[src/rtl/pcm_strobe_fifo_pkg.sv]
// Shared constants, types and helpers for the PCM write-strobe FIFO slice.
package pcm_strobe_fifo_pkg;

    localparam int unsigned PCM_DW = 16;
    localparam int unsigned PCM_AW = 3;
    localparam int unsigned PCM_N  = 8;

    typedef enum logic {
        MON_DISARMED = 1'b0,
        MON_ARMED    = 1'b1
    } mon_state_e;

    // Occupancy needs one extra bit so that "full" (2**AW) is representable.
    function automatic int unsigned level_w(input int unsigned aw);
        return aw + 1;
    endfunction

endpackage

[src/rtl/pcm_strobe_fifo_if.sv]
// Sample-in strobe and valid/ready sample-out bundle of the PCM strobe FIFO.
interface pcm_strobe_fifo_if
    import pcm_strobe_fifo_pkg::*;
#(
    parameter int unsigned DW = PCM_DW
);

    logic          we_pcm;
    logic [DW-1:0] pcm_in;
    logic          rd_valid;
    logic          rd_ready;
    logic [DW-1:0] rd_data;

    modport master (
        output we_pcm,
        output pcm_in,
        output rd_ready,
        input  rd_valid,
        input  rd_data
    );

    modport slave (
        input  we_pcm,
        input  pcm_in,
        input  rd_ready,
        output rd_valid,
        output rd_data
    );

endinterface

[src/rtl/pcm_strobe_fifo_period_mon.sv]
// Strobe spacing monitor: counts cycles since the last strobe and pulses err_c
// on an early strobe or when the expected strobe fails to show up.
module pcm_period_mon
    import pcm_strobe_fifo_pkg::*;
#(
    parameter int unsigned N = PCM_N
)
(
    input  logic         clk,
    input  logic         rst,
    input  logic         strobe,
    input  logic         clr,
    input  logic [N-1:0] exp_period,
    output logic         err_c
);

    localparam logic [N-1:0] IVL_MAX = '1;

    mon_state_e   state_q;
    mon_state_e   state_d;
    logic [N-1:0] ivl;

    // Interval since the last strobe, saturating so a long gap never aliases.
    always_ff @(posedge clk) begin
        if (rst) begin
            ivl <= '0;
        end else if (strobe) begin
            ivl <= N'(1);
        end else if (ivl != IVL_MAX) begin
            ivl <= ivl + N'(1);
        end
    end

    always_ff @(posedge clk) begin
        if (rst) begin
            state_q <= MON_DISARMED;
        end else begin
            state_q <= state_d;
        end
    end

    // A late strobe disarms so the following strobe only re-arms instead of also flagging early.
    always_comb begin
        state_d = state_q;
        err_c   = 1'b0;
        case (state_q)
            MON_DISARMED: begin
                if (strobe && !clr) begin
                    state_d = MON_ARMED;
                end
            end
            MON_ARMED: begin
                if (exp_period != '0) begin
                    if (strobe && (ivl != exp_period)) begin
                        err_c = 1'b1;
                    end
                    if (!strobe && (ivl == exp_period)) begin
                        err_c   = 1'b1;
                        state_d = MON_DISARMED;
                    end
                end
                if (clr) begin
                    state_d = MON_DISARMED;
                end
            end
            default: begin
                state_d = MON_DISARMED;
            end
        endcase
    end

endmodule

[src/rtl/pcm_strobe_fifo.sv]
// PCM write-strobe consumer: captures strobed samples into a small FIFO with sticky
// overflow; strobe spacing check is built only when PCM_PERIOD_CHECK_EN is defined.
module pcm_strobe_fifo
    import pcm_strobe_fifo_pkg::*;
#(
    parameter int unsigned DW = PCM_DW,
    parameter int unsigned AW = PCM_AW,
    parameter int unsigned N  = PCM_N
)
(
    input  logic                   clk,
    input  logic                   rst,
    pcm_strobe_fifo_if.slave       bus,
    input  logic [N-1:0]           exp_period,
    input  logic                   clr_err,
    output logic [level_w(AW)-1:0] level,
    output logic                   overflow,
    output logic                   strobe_err
);

    localparam int unsigned DEPTH = 1 << AW;
    localparam int unsigned LW    = level_w(AW);

    logic [DW-1:0] mem [DEPTH];
    logic [AW-1:0] wr_ptr;
    logic [AW-1:0] rd_ptr;
    logic          rd_valid_q;
    logic [LW-1:0] level_nxt_c;
    logic          full_c;
    logic          pop_c;
    logic          push_c;
    logic          ovf_evt_c;

    assign full_c    = (level == LW'(DEPTH));
    assign pop_c     = rd_valid_q && bus.rd_ready;
    assign push_c    = bus.we_pcm && (!full_c || pop_c);
    assign ovf_evt_c = bus.we_pcm && full_c && !pop_c;

    assign bus.rd_valid = rd_valid_q;
    assign bus.rd_data  = mem[rd_ptr];

    always_comb begin
        level_nxt_c = level;
        case ({push_c, pop_c})
            2'b10:   level_nxt_c = level + LW'(1);
            2'b01:   level_nxt_c = level - LW'(1);
            default: level_nxt_c = level;
        endcase
    end

    // Storage carries no reset; stale entries are unreachable once the pointers clear.
    always_ff @(posedge clk) begin
        if (push_c) begin
            mem[wr_ptr] <= bus.pcm_in;
        end
    end

    always_ff @(posedge clk) begin
        if (rst) begin
            wr_ptr     <= '0;
            rd_ptr     <= '0;
            level      <= '0;
            rd_valid_q <= 1'b0;
        end else begin
            if (push_c) begin
                wr_ptr <= wr_ptr + AW'(1);
            end
            if (pop_c) begin
                rd_ptr <= rd_ptr + AW'(1);
            end
            level      <= level_nxt_c;
            rd_valid_q <= (level_nxt_c != '0);
        end
    end

    // Sticky flags: a new event in the clearing cycle keeps the flag set.
    always_ff @(posedge clk) begin
        if (rst) begin
            overflow <= 1'b0;
        end else begin
            overflow <= (overflow && !clr_err) || ovf_evt_c;
        end
    end

`ifdef PCM_PERIOD_CHECK_EN
    logic serr_evt_c;

    pcm_period_mon #(
        .N (N)
    ) u_period_mon (
        .clk        (clk),
        .rst        (rst),
        .strobe     (bus.we_pcm),
        .clr        (clr_err),
        .exp_period (exp_period),
        .err_c      (serr_evt_c)
    );

    always_ff @(posedge clk) begin
        if (rst) begin
            strobe_err <= 1'b0;
        end else begin
            strobe_err <= (strobe_err && !clr_err) || serr_evt_c;
        end
    end
`else
    logic unused_exp_period;

    assign unused_exp_period = ^exp_period;
    assign strobe_err        = 1'b0;
`endif

endmodule

[src/flat_wrapper.sv]
// flat-port wrapper written by rule: the top's interface ports become plain ports
module pcm_strobe_fifo_flat import pcm_strobe_fifo_pkg::*;
#(
    parameter int unsigned DW = PCM_DW,
    parameter int unsigned AW = PCM_AW,
    parameter int unsigned N  = PCM_N
)
  (clk, rst, exp_period, clr_err, level, overflow, strobe_err, bus_we_pcm, bus_pcm_in, bus_rd_ready, bus_rd_valid, bus_rd_data);
  pcm_strobe_fifo_if #(.DW(DW)) bus_i ();
  input  logic clk;
  input  logic rst;
  input  logic [N-1:0] exp_period;
  input  logic clr_err;
  output logic [level_w(AW)-1:0] level;
  output logic overflow;
  output logic strobe_err;
  input wire logic [$bits(bus_i.we_pcm)-1:0] bus_we_pcm;
  input wire logic [$bits(bus_i.pcm_in)-1:0] bus_pcm_in;
  input wire logic [$bits(bus_i.rd_ready)-1:0] bus_rd_ready;
  output wire logic [$bits(bus_i.rd_valid)-1:0] bus_rd_valid;
  output wire logic [$bits(bus_i.rd_data)-1:0] bus_rd_data;
  assign bus_i.we_pcm = bus_we_pcm;
  assign bus_i.pcm_in = bus_pcm_in;
  assign bus_i.rd_ready = bus_rd_ready;
  assign bus_rd_valid = bus_i.rd_valid;
  assign bus_rd_data = bus_i.rd_data;
  pcm_strobe_fifo #(.DW(DW), .AW(AW), .N(N)) u_core (.clk(clk), .rst(rst), .bus(bus_i), .exp_period(exp_period), .clr_err(clr_err), .level(level), .overflow(overflow), .strobe_err(strobe_err));
endmodule
[config.mk]
export PLATFORM = sky130hd
export DESIGN_NAME = pcm_strobe_fifo_flat
export DESIGN_NICKNAME = d
export VERILOG_FILES = /design/src/rtl/pcm_strobe_fifo_pkg.sv /design/src/rtl/pcm_strobe_fifo_if.sv /design/src/rtl/pcm_strobe_fifo_period_mon.sv /design/src/rtl/pcm_strobe_fifo.sv /design/src/flat_wrapper.sv
export SDC_FILE = /design/constraint.sdc
export NUM_CORES = 1
export LEC_CHECK = 0
export ABC_AREA = 1
export BUFFER_PORTS_ARGS = -buffer_cell sky130_fd_sc_hd__clkbuf_2
export CAP_MARGIN = 20
export CORE_ASPECT_RATIO = 2
export CORE_UTILIZATION = 41
export DETAILED_ROUTE_END_ITERATION = 16
export SYNTH_ARGS = -nofsm -noshare
export SYNTH_HDL_FRONTEND = slang
export SYNTH_SLANG_ARGS = --single-unit
[constraint.sdc]
create_clock -name clk -period 2.8 [get_ports clk]
set_input_delay 0.14 -clock clk [delete_from_list [all_inputs] [get_ports clk]]
set_output_delay 0.14 -clock clk [all_outputs]
set_load 0.02 [all_outputs]
Word level (Yosys, flattened, before mapping) --
Memories as Yosys holds them, arrays and structs flattened. A register that Yosys moved wholly into a read port is not among the register bits. Cells that the tools add are included.
Storage, ports and cells: bits in registers 12, memory bits (writable) 128, input bits 29, output and inout bits 23, logic and storage cells 29, memories 1
Cells by class: $add $sub $neg 4, equality and inequality tests 3, mux-type cells 5, reductions and logical operators 11
Memories:
- u_core.mem | words 8, width 16, rd ports 1, clocked after Yosys merged registers in 1, wr ports 1, line pcm_strobe_fifo.sv:24 | logic [DW-1:0] mem [DEPTH];
Operator list (number):
- 4-bit case mux with 2 select lines | 1
- 3-bit by 1-bit adder with 3-bit output, second input constant | 2
- 3-bit 2-to-1 mux | 2
- 1-bit logical AND | 5
- 4-bit by 1-bit adder with 4-bit output, second input constant | 1
- 4-bit == test, second input constant | 1
- 4-bit nonzero test | 1
- 4-bit by 1-bit subtractor with 4-bit output, second input constant | 1
- 1-bit logical NOT | 3
- 2-bit by 1-bit == test with 1-bit output, second input constant | 1
- 2-bit == test, second input constant | 1
- 1-bit logical OR | 2
- 1-bit 2-to-1 mux | 2

Depth between registers and ports, before layout --
depth in word-level cells 7, depth in mapped cells 14, mapped depth without buffers 14

Worst setup path before layout --
OpenSTA, ideal clock, no wires.
path kind register to register, start point register u_core.rd_valid_q (netlist: u_core.bus.rd_valid), end point memory u_core.mem[1][0] (netlist bit), enable pin, setup time 389 ps, arrival time 1834 ps, data required time 2411 ps, path slack 577 ps, stages on the path, launching flop included 9, path buffers 0, period minus slack after synthesis 2223 ps, path through dfxtp_1 > nand2_2 > inv_2 > nor2_1 > nor2_2 > inv_2 > nor2_2 > inv_2 > nor2_1
Between the ends: word-level cells in the longest chain between the ends 5
RTL lines:
- start: declaration | line pcm_strobe_fifo.sv:27 | logic rd_valid_q;
- start signal: assignment | line pcm_strobe_fifo.sv:72 | rd_valid_q <= (level_nxt_c != '0);
- 1-bit logical AND | line pcm_strobe_fifo.sv:35 | assign pop_c = rd_valid_q && bus.rd_ready;
- 1-bit logical OR | line pcm_strobe_fifo.sv:36 | assign push_c = bus.we_pcm && (!full_c || pop_c);
- 1-bit logical AND | line pcm_strobe_fifo.sv:36
- 1-bit 2-to-1 mux | line pcm_strobe_fifo.sv:53 | if (push_c) begin
- 1-bit 2-to-1 mux (implied by the code) | line pcm_strobe_fifo.sv:54 | mem[wr_ptr] <= bus.pcm_in;
- end: declaration | line pcm_strobe_fifo.sv:24
No other way between the ends.

==> results.sh <==
export IMPL_grt_overflow=0
export IMPL_grtUsageTotal_pct=17.9
export IMPL_cts_root_buf="clkbuf_16"
export IMPL_antenna_found_initial=0
export IMPL_grt_pass1_wl_um=19000
export IMPL_hold_slack_ns=0.0162
export IMPL_num_vias=3742
export IMPL_pin_count=52
export IMPL_drt_iter0_markers=198
export IMPL_rsz0062_at_grt="false"
export IMPL_cp_max_fo=48
export IMPL_critPathTopFamily="buffers and inverters"
export IMPL_start_kind="flop"
export IMPL_synth_area_leaders="edfxtp_1 (68%), nor2_1 (8.4%), dfxtp_1 (5.3%), o21ai_0 (5.3%), nand2_1 (1.9%)"
export IMPL_cts_htree_levels=4
export IMPL_crit_type="flop to output port"
export IMPL_design_area_mm2=0.00678
export IMPL_diodes=0
export IMPL_wl_per_cell_um=17.1
export IMPL_status="completed"
export IMPL_setup_viol=0
export IMPL_vdd_drop_max_mv=0.473
export IMPL_clk_latency_ns=0.41
export IMPL_yosys_cell_types_count=26
export IMPL_initial_core_util_pct=42.1
export IMPL_fin_crit_sh_pct=80.5
export IMPL_multiInputGateArea_mm2=0.00135
export IMPL_hold_viol=0
export IMPL_worst_pin_slew_ns=0.783
export IMPL_fin_tns_setup_ns=0
export IMPL_gp_congestion=0.812
export IMPL_drive_gt1_share_pct=19.3
export IMPL_grt_pass1_vias=3798
export IMPL_hold_path_class="input pin to flop"
export IMPL_clock_fmax_mhz=444
export IMPL_power_density_mw_per_mm2=896
export IMPL_viasPerCell=5.29
export IMPL_clk_pin_slew_ns=0.06
export IMPL_dieArea_mm2=0.0144
export IMPL_routed_wl_um=12100
export IMPL_row_count=60
export IMPL_die_w_um=85.3
export IMPL_post_cts_setup_buffer_count=0
export IMPL_crit_buf_inv=2
export IMPL_mappedNetlistArea_mm2=0.00569
export IMPL_netlist_instances=481
export IMPL_yosysTopAreaCell="edfxtp_1"
export IMPL_p_leak_nw=2.50
export IMPL_ant_nets=0
export IMPL_syn_nets=513
export IMPL_cts_buffer_depth=2
export IMPL_maxCapViolations=0
export IMPL_cts_made_buffers=17
export IMPL_place_hpwl_um=7200
export IMPL_nNetsFinal=572
export IMPL_synth_warnings=0
export IMPL_dr_pass1_iters=4
export IMPL_crit_chain="inv_2 > o21ai_0 > o22ai_1 > nor2_1 > a31oi_1 > clkbuf_2"
export IMPL_fin_crit_ns=2.25
export IMPL_cp_required_ns=2.66
export IMPL_cts_num_sinks=143
export IMPL_post_dp_cell_area_mm2=0.00610
export IMPL_end_kind="output port"
export IMPL_syn_avg_cell_area_um2=11.8
export IMPL_slowest_stage="inv_2"
export IMPL_cts_tree="done"
export IMPL_fill_cells=1194
export IMPL_critPathArrivalTime_ns=2.11
export IMPL_syn2layout_area_growth_pct=19.2
export IMPL_area_sequential_mm2=0.00415
export IMPL_clock_skew_ns=0.00814
export IMPL_port_buffers=42
export IMPL_slew_viol_final=0
export IMPL_grt_max_degree=49
export IMPL_ys_seq_area_share_pct=72.8
export IMPL_ys_ff_latch=143
export IMPL_core_mm2=0.0135
export IMPL_die_height_um=169
export IMPL_drc=0
export IMPL_cp_slowest_stage_delay_ns=0.56
export IMPL_synth_top_area_share_pct=67.5
export IMPL_slew_headroom_pct=47.8
==> timing repair <==
item	4_1_cts	5_1_grt
hold endpoints to repair	44	0
hold buffers	7	0
gates resized for setup	0	0
==> cell type report <==
cell class | instances | area share, %
flip-flops and latches | 143 | 61.1
well taps | 155 | 2.86
clock buffers | 17 | 6.27
clock inverters | 15 | 2.75
repair buffers | 63 | 5.68
multi-input cells | 288 | 19.8
inverters | 27 | 1.49
==> synth_stat cells (all sizes together) <==
library cell,n
inv,27
nand3,7
nand2,34
nor2,131
buf,10
clkbuf,13
o21bai,1
o22ai,16
o21ai,67
dfxtp,15
a21oi,6
ha,3
edfxtp,128
conb,1
or2,1
a31oi,16
xor2,3
nand4,2
==> cells in the final DEF (no fill, tap or decap), types with 2 or more instances in the layout <==
master | netlist | final
nand2_1 | 29 | 29
inv_1 | 20 | 20
nand3_1 | 6 | 6
nand2_2 | 5 | 5
nor2_1 | 127 | 127
clkinv_4 | 0 | 5
xor2_1 | 3 | 3
a31oi_1 | 16 | 16
buf_4 | 1 | 14
dfxtp_1 | 15 | 14
inv_6 | 0 | 3
nor2_2 | 4 | 4
inv_2 | 7 | 7
bufinv_16 | 0 | 3
dlygate4sd3_1 | 0 | 7
ha_1 | 3 | 3
edfxtp_1 | 128 | 128
nand4_1 | 2 | 2
o22ai_1 | 16 | 16
o21ai_1 | 7 | 7
o21ai_0 | 60 | 60
clkinvlp_4 | 0 | 3
clkbuf_16 | 0 | 17
a21oi_1 | 5 | 5
clkbuf_2 | 0 | 42
==> sequential cells by signal (all words and copies together), names as in the netlist, named ones only <==
register and flops:
u_core.level 4, u_core.mem 128, u_core.rd_ptr 3, u_core.wr_ptr 3
u_core.bus.rd_valid 1, u_core.overflow 1
==> through the flow <==
step / utilization (%) / power, W / worst slack (ns) / cells
floorplan: - / 0.00344 / 0.577 / 481
global placement: 45.1 / 0.00381 / 0.922 / 669
detailed placement: 45.1 / 0.00385 / 0.852 / 669
CTS: 50.2 / 0.00614 / 0.469 / 708
global route: 50.2 / 0.00635 / 0.312 / 708
finish: 50.2 / 0.00608 / 0.547 / 708
==> power breakdown <==
group	internal, W	switching, W
registers	0.00244	0.0000580
logic	0.000408	0.000890
clock network	0.00141	0.000874
==> cells by family (layout without fill, tap and decap cells) <==
group / after synthesis / in the layout / share of synthesized area, %
buffers and inverters: 50 / 122 / 3.54
AND/OR/NAND/NOR: 175 / 175 / 12.3
other: 1 / 1 / 0.0659
flip-flops: 143 / 143 / 72.8
XOR/XNOR: 3 / 3 / 0.462
adder cells (fa/ha/maj): 3 / 3 / 0.660
AO/OA/AOI/OAI: 106 / 106 / 10.1
==> layer usage <==
| layer | vias up | global-route usage, % | part of all wire [%] |
|---|---|---|---|
| li1 | 1822 | - | - |
| met1 | 1839 | 18.8 | 39 |
| met2 | 69 | 33.1 | 57 |
| met3 | 12 | 4.24 | 2.6 |
| met4 | 0 | 8.19 | 1.5 |
| met5 | - | 0 | 0 |
==> path summary, 6_finish.rpt <==
check                           start          endpoint  slack [ns]  depth (start not counted)
setup / recovery                 flop   bus_rd_data[13]        0.55                          6
hold / removal          bus_pcm_in[7]  u_core.mem[4][7]        0.02                          1
setup reg to reg  u_core.bus.rd_valid  u_core.mem[1][1]        0.87                          9
hold reg to reg      u_core.rd_ptr[2]              flop        0.47                          2
Power figures use the tool's default switching activity.
